File: config.mk
export PLATFORM = sky130hd
export DESIGN_NAME = serial_adder_ctrl
export DESIGN_NICKNAME = d
export VERILOG_FILES = /design/src/rtl/serial_adder_ctrl.sv
export SDC_FILE = /design/constraint.sdc
export NUM_CORES = 1
export LEC_CHECK = 0
export BUFFER_PORTS_ARGS = -buffer_cell sky130_fd_sc_hd__buf_2
export CAP_MARGIN = 40
export CORE_UTILIZATION = 50
export DETAILED_ROUTE_END_ITERATION = 8
export PLACE_DENSITY = 0.84
export SYNTH_ARGS = -nofsm -noshare
export SYNTH_HDL_FRONTEND = slang
export SYNTH_SLANG_ARGS = --single-unit
File: constraint.sdc
create_clock -name clk -period 1.3 [get_ports clk]
set_input_delay 0.065 -clock clk [delete_from_list [all_inputs] [get_ports clk]]
set_output_delay 0.065 -clock clk [all_outputs]
set_load 0.05 [all_outputs]
File: src/rtl/serial_adder_ctrl.sv
// serial_adder_ctrl: WIDTH-bit bit-serial adder that time-shares one fullAdder cell, LSB first, behind a start/busy/done handshake.
// Define SERIAL_ADDER_OVF_EN to add the OVF output (two's-complement overflow of the completed sum).
module fullAdder (
    input  logic X1,
    input  logic X2,
    input  logic Cin,
    output logic S,
    output logic Cout
);
    assign S    = X1 ^ X2 ^ Cin;
    assign Cout = (X1 & X2) | (Cin & (X1 ^ X2));
endmodule

module serial_adder_ctrl #(
    parameter int WIDTH = 8
) (
    input  logic             clk,
    input  logic             reset,
    input  logic             start,
    input  logic [WIDTH-1:0] A,
    input  logic [WIDTH-1:0] B,
    input  logic             Cin,
    output logic             busy,
    output logic             done,
    output logic [WIDTH-1:0] S,
    output logic             Cout
`ifdef SERIAL_ADDER_OVF_EN
    ,
    output logic             OVF
`endif
);
    localparam int CW = $clog2(WIDTH + 1);

    typedef enum logic [1:0] {IDLE, ADD, DONE} state_t;

    state_t           state_q;
    logic [WIDTH-1:0] a_q, b_q, sum_q, s_q, sum_d;
    logic [CW-1:0]    cnt_q;
    logic             carry_q, busy_q, done_q, cout_q;
    logic             fa_s, fa_cout, last_bit;
`ifdef SERIAL_ADDER_OVF_EN
    logic             ovf_q;
`endif

    fullAdder u_fa (
        .X1  (a_q[0]),
        .X2  (b_q[0]),
        .Cin (carry_q),
        .S   (fa_s),
        .Cout(fa_cout)
    );

    assign sum_d    = {fa_s, sum_q[WIDTH-1:1]};
    assign last_bit = cnt_q == CW'(WIDTH - 1);

    always_ff @(posedge clk) begin
        if (reset) begin
            state_q <= IDLE;
            a_q     <= '0;
            b_q     <= '0;
            sum_q   <= '0;
            s_q     <= '0;
            cnt_q   <= '0;
            carry_q <= 1'b0;
            busy_q  <= 1'b0;
            done_q  <= 1'b0;
            cout_q  <= 1'b0;
`ifdef SERIAL_ADDER_OVF_EN
            ovf_q   <= 1'b0;
`endif
        end else begin
            done_q <= 1'b0;
            case (state_q)
                IDLE: if (start) begin
                    a_q     <= A;
                    b_q     <= B;
                    carry_q <= Cin;
                    cnt_q   <= '0;
                    busy_q  <= 1'b1;
                    state_q <= ADD;
                end
                ADD: begin
                    sum_q   <= sum_d;
                    a_q     <= a_q >> 1;
                    b_q     <= b_q >> 1;
                    carry_q <= fa_cout;
                    cnt_q   <= cnt_q + CW'(1);
                    if (last_bit) begin
                        // carry_q is the carry into the MSB while the final bit is added
                        s_q     <= sum_d;
                        cout_q  <= fa_cout;
`ifdef SERIAL_ADDER_OVF_EN
                        ovf_q   <= carry_q ^ fa_cout;
`endif
                        busy_q  <= 1'b0;
                        done_q  <= 1'b1;
                        state_q <= DONE;
                    end
                end
                default: state_q <= IDLE;
            endcase
        end
    end

    assign busy = busy_q;
    assign done = done_q;
    assign S    = s_q;
    assign Cout = cout_q;
`ifdef SERIAL_ADDER_OVF_EN
    assign OVF  = ovf_q;
`endif
endmodule
Yosys cells after proc, flatten, opt, wreduce, memory -nomap -nowiden
Index checks and enable logic that the tools add are counted.
- register bits after elaboration: 42
- input bits: 20
- word-level logic and storage cells: 43
- $add $sub $neg: 1
- equality and inequality tests: 4
- mux-type cells: 15
- bitwise operators: 6
- reduce and logical (&&, ||, !) cells: 7
- operators with widths (operator ; count):
    $pmux 8 s2 ; 2
    $mux 8 ; 2
    $pmux 4 s2 ; 1
    $reduce_and 2->1 ; 3
    $add 4x1->4 const B ; 1
    $eq 4x3->1 const B ; 1
    $mux 1 ; 4
    $mux 2 ; 2
    $mux 4 ; 1
    $ne 2x2->1 const B ; 2
    $pmux 1 s2 ; 2
    $pmux 2 s2 ; 1
    $reduce_and 3->1 ; 1
    $and 1x1->1 ; 2
    $eq 2x1->1 const B ; 1
    $logic_not 2->1 ; 1
    $reduce_bool 2->1 ; 1
    $reduce_or 2->1 ; 1
    $xor 1x1->1 ; 2
    $not 1->1 ; 1
    $or 1x1->1 ; 1

Longest topological paths before layout
- depth in word-level cells: 4
- gate-level depth with buffers: 6
- depth with buffers taken out: 4

By module
Synthesis repeated with hierarchy kept, for this count alone.
- cell total of the unflattened synthesis: 199
- area total of the unflattened synthesis: 1735.4 µm²
- by module, submodules not included (module ; times used ; cells each ; area an instance (µm²) ; seq. area each (µm²)):
    serial_adder_ctrl ; 1 ; 198 ; 1715.4 ; 820.8
    fullAdder ; 1 ; 1 ; 20.0 ; 0.0

Worst setup path before layout
No wires, ideal clock.
- path kind: flip-flop to flip-flop
- start point: register state_q[0]
- end point: register a_q[2]
- library setup time: 140 ps
- arrival time: 1044 ps
- data required time: 1160 ps
- setup slack: 116 ps
- stages on the path, launching flop included: 7
- path buffers: 3
- clock period less this slack: 1184 ps
- cells stage by stage: dfxtp_1 buf_6 and2b_1 buf_6 buf_12 a21oi_2 a211oi_2
- cells in the longest elaborated chain, start to end: 3
- elaborated cells on any way between the ends: 6
- ends and longest elaborated chain (element ; RTL line ; RTL):
    start, declared ; 36 ; state_t state_q;
    start signal, assigned ; 58 ; state_q <= IDLE;
    start signal, assigned ; 80 ; state_q <= ADD;
    start signal, assigned ; 97 ; state_q <= DONE;
    $eq 2x1->1 / $logic_not 2->1 (equally long branches) ; 73 ; case (state_q)
    $reduce_bool 2->1 (no line) / $ne 2x2->1 (equally long branches) ; n/a ;
    $reduce_and 2->1 (no line) ; n/a ;
    end signal, assigned ; 84 ; a_q <= a_q >> 1;
    end, declared ; 37 ; logic [WIDTH-1:0] a_q, b_q, sum_q, s_q, sum_d;
Parallel ways exist; a longest one is shown, timed or not.
A chain may end at the register's enable or synchronous reset.

Final worst setup path
- start point: register state_q[1]
- end point: register s_q[1], in the netlist S[1]
- cells in the longest elaborated chain, start to end: 2
- ends and longest elaborated chain (element ; RTL line ; RTL):
    $eq 2x1->1 ; 73 ;
    $reduce_and 2->1 (no line) ; n/a ;
    end signal, assigned ; 90 ; s_q <= sum_d;
    end, declared ; 37 ;
No other way between the ends.

==> results.ini <==
[sta]
clock.fmax_mhz=794
fin_crit_ns=1.26
clock_skew_ns=0.0125
layout_setup_ws_ns=0.0409
tightest_slew_ns=0.269
finalSetupViolations=0
rsz0062_at_grt=true
slew_headroom_pct=82.0
final_hold_viol_count=0
fin_crit_sh_pct=96.9
finalMaxSlewViolations=0

[power_and_ir_drop]
p_per_area_nw_per_um2=1200
p_switching_w=0.000677
p_comb_share_pct=14.4
p_leak_nw=0.945
power_frac_clock_pct=36.7
p_sw_share_pct=24.4
p_int_w=0.00210
vdd_drop_max_uv=702
seqPwrFrac_pct=48.9

[routing]
wl_per_cell_um=14.9
drc=0
detail-route-antenna-nets=0
wl_met3_um=142
top_layer_used=met4
drt-met1-wl_um=1790
vias=1498
drtIter0Drc=129
vias_per_cell=5.31
wl_um=4210
drt_first_pass_iters=4
dr_wl_met2_um=2160

[clocking]
cts_buffer_depth=2
insertion_delay_ns=0.36
cts_root_buffer=clkbuf_4
clkTransAtPathRegs_ns=0.13
cts.sinks=41
cts_tree=done
cts_buffers=5
htree_levels=2

[synth]
ys_ff_latch=41
ys.flop_type=dfxtp_1
yosys_warnings=0
synth_area_per_cell_sq_um=9.76
synthArstFlopShare_pct=0
synth_nets=201
yosysUniqueCellTypes=33
synth_edf_count=0
syn_area_sq_um=1750
yosysSeqAreaShare_pct=47.0
netlist_instances=179

[die]
dieArea_sq_um=3740
coreArea_sq_um=3340
initial_core_util_pct=52.4
rows=21
pin_count=31
die_h_um=61.1
die_w_um=61.1

[critical_path]
r2r_setup_slack_ns=0.04
start_kind=flip-flop
critPathTopFamily=flip-flops
end_kind=flip-flop
worstPathCellList=and2b_2 -> buf_8 -> a21oi_4 -> a22o_1
cpPeakStageDelay_ns=0.40
crit_fanout=15
crit_start=state_q[1]$_SDFFE_PP0P_
cpMaxStageDelayCell=dfxtp_2
worstPathArrival_ns=1.56
cp.required_ns=1.61
reg2reg_from=state_q[1]$_SDFFE_PP0P_
r2r_end=S[1]$_SDFFE_PP0P_
r2r_cells=4
critical_path_buf_inv_count=1
crit_type=reg -> reg

[placed_design]
post-place-cells=253
io_buffers=30
place.gp.congestion=0.731
dpl.hpwl_um=2490
place_ws_ns=-0.0305

[grt]
antenna_found_initial=0
grt_usage_pct=24.4
grt_pass1_wl_um=6580
grt_overflow=0
grt_pass1_vias=1471
grt_max_degree=20

[worst_hold_path]
hold_depth=3
holdPathEnd=busy$_SDFFE_PP0P_
hold_path_class=in -> reg
hold_path_startpoint=reset

[cells_and_area]
insertedDiodeCount=0
layout_commonest_cell=dfxtp_1
layout_common_cells=37 x dfxtp_1, 33 x nand2_1, 30 x buf_2
drive_above_1_share_pct=36.9
fin_cells=282
finalNetCount=257
area_delta_synth_final_pct=31.8

[job]
maxCapViolCount=0

[status]
status=finished clean

==> Yosys cell counts (all sizes together) (2+ instances only) <==
master / instances / share of area [%]
a211oi: 16 / 9.7
a21oi: 25 / 10
a22o: 8 / 4.0
a22oi: 3 / 1.3
buf: 11 / 5.5
clkbuf: 3 / 0.64
dfxtp: 41 / 47
nand2: 33 / 7.1
nand3: 3 / 0.86
nor2: 19 / 4.1
nor3: 2 / 1.2
==> sequential cells by signal, summed over array words and instances (netlist names) <==
register / count
Cout: 1
busy: 1
b_q: 8
a_q: 8
cnt_q: 4
S: 8
carry_q: 1
state_q: 2
sum_q: 7
done: 1
==> worst min-delay path: cells and delay by family <==
family	cells	cell delay, ns
compound gates	2	0.19
buf+inv	1	0.18
==> power groups by stage <==
stage          registers (W)  clock network, W  logic [W]
6_report             0.00136           0.00102   0.000398
5_1_grt              0.00136           0.00108   0.000437
4_1_cts              0.00135           0.00103   0.000371
3_5_place_dp         0.00138                 0   0.000332
3_3_place_gp         0.00138                 0   0.000323
2_1_floorplan        0.00138                 0   0.000246
==> per-stage QoR <==
| step | util (%) | area (sq um) | total power (W) | TNS, ns | hold WS [ns] |
|---|---|---|---|---|---|
| finish | 69.0 | 2300 | 0.00277 | 0 | 0.121 |
| global route | 69.0 | 2300 | 0.00288 | -0.0361 | 0.111 |
| CTS | 67.7 | 2260 | 0.00275 | 0 | 0.0799 |
| detailed placement | 58.8 | 1960 | 0.00171 | -0.0773 | 0.327 |
| global placement | 58.8 | 1960 | 0.00170 | -0.0139 | 0.316 |
| floorplan | - | 1750 | 0.00162 | 0 | 0.206 |
==> how the worst max path moves through the flow <==
stage | end | slack, ns | cells after the start
floorplan | a_q[2]$_SDFFE_PP0P_ | 0.12 | 6
global placement | S[6]$_SDFFE_PP0P_ | -0.002 | 4
detailed placement | b_q[1]$_SDFFE_PP0P_ | -0.03 | 4
CTS | S[3]$_SDFFE_PP0P_ | 0.004 | 4
global route | S[1]$_SDFFE_PP0P_ | -0.03 | 5
finish | S[1]$_SDFFE_PP0P_ | 0.04 | 4
==> metal layers <==
layer  global-route usage, %  up-vias
met4                    12.0        0
met1                    27.4      707
met5                       0        -
li1                        -      741
met3                    6.30       15
met2                    42.7       35
==> cell families after synthesis <==
family                   after synthesis  share of synthesized area, %
AND/OR/NAND/NOR                       63                          16.2
AO/OA/AOI/OAI                         58                          28.3
flip-flops                            41                          47.0
buffers and inverters                 14                          6.16
adder cells (fa/ha/maj)                2                          1.86
multiplexers                           1                         0.573
==> cell type report <==
class	instances	area [sq um]
timing repair buffer	62	473
clock buffer	5	37.5
sequential	41	828
fill	244	1030
tap	46	57.6
clock inverter	3	65.1
multi-input combinational	125	842
==> repair_timing <==
item,4_1_cts,5_1_grt
pin swaps,1,2
endpoints found under the hold margin,17,0
endpoints found under the setup margin,12,18
cloned,0,1
buffers inserted,3,0
gates resized for setup,1,12
hold buffers,17,0
No activity file was read; power rests on OpenSTA's default activity.
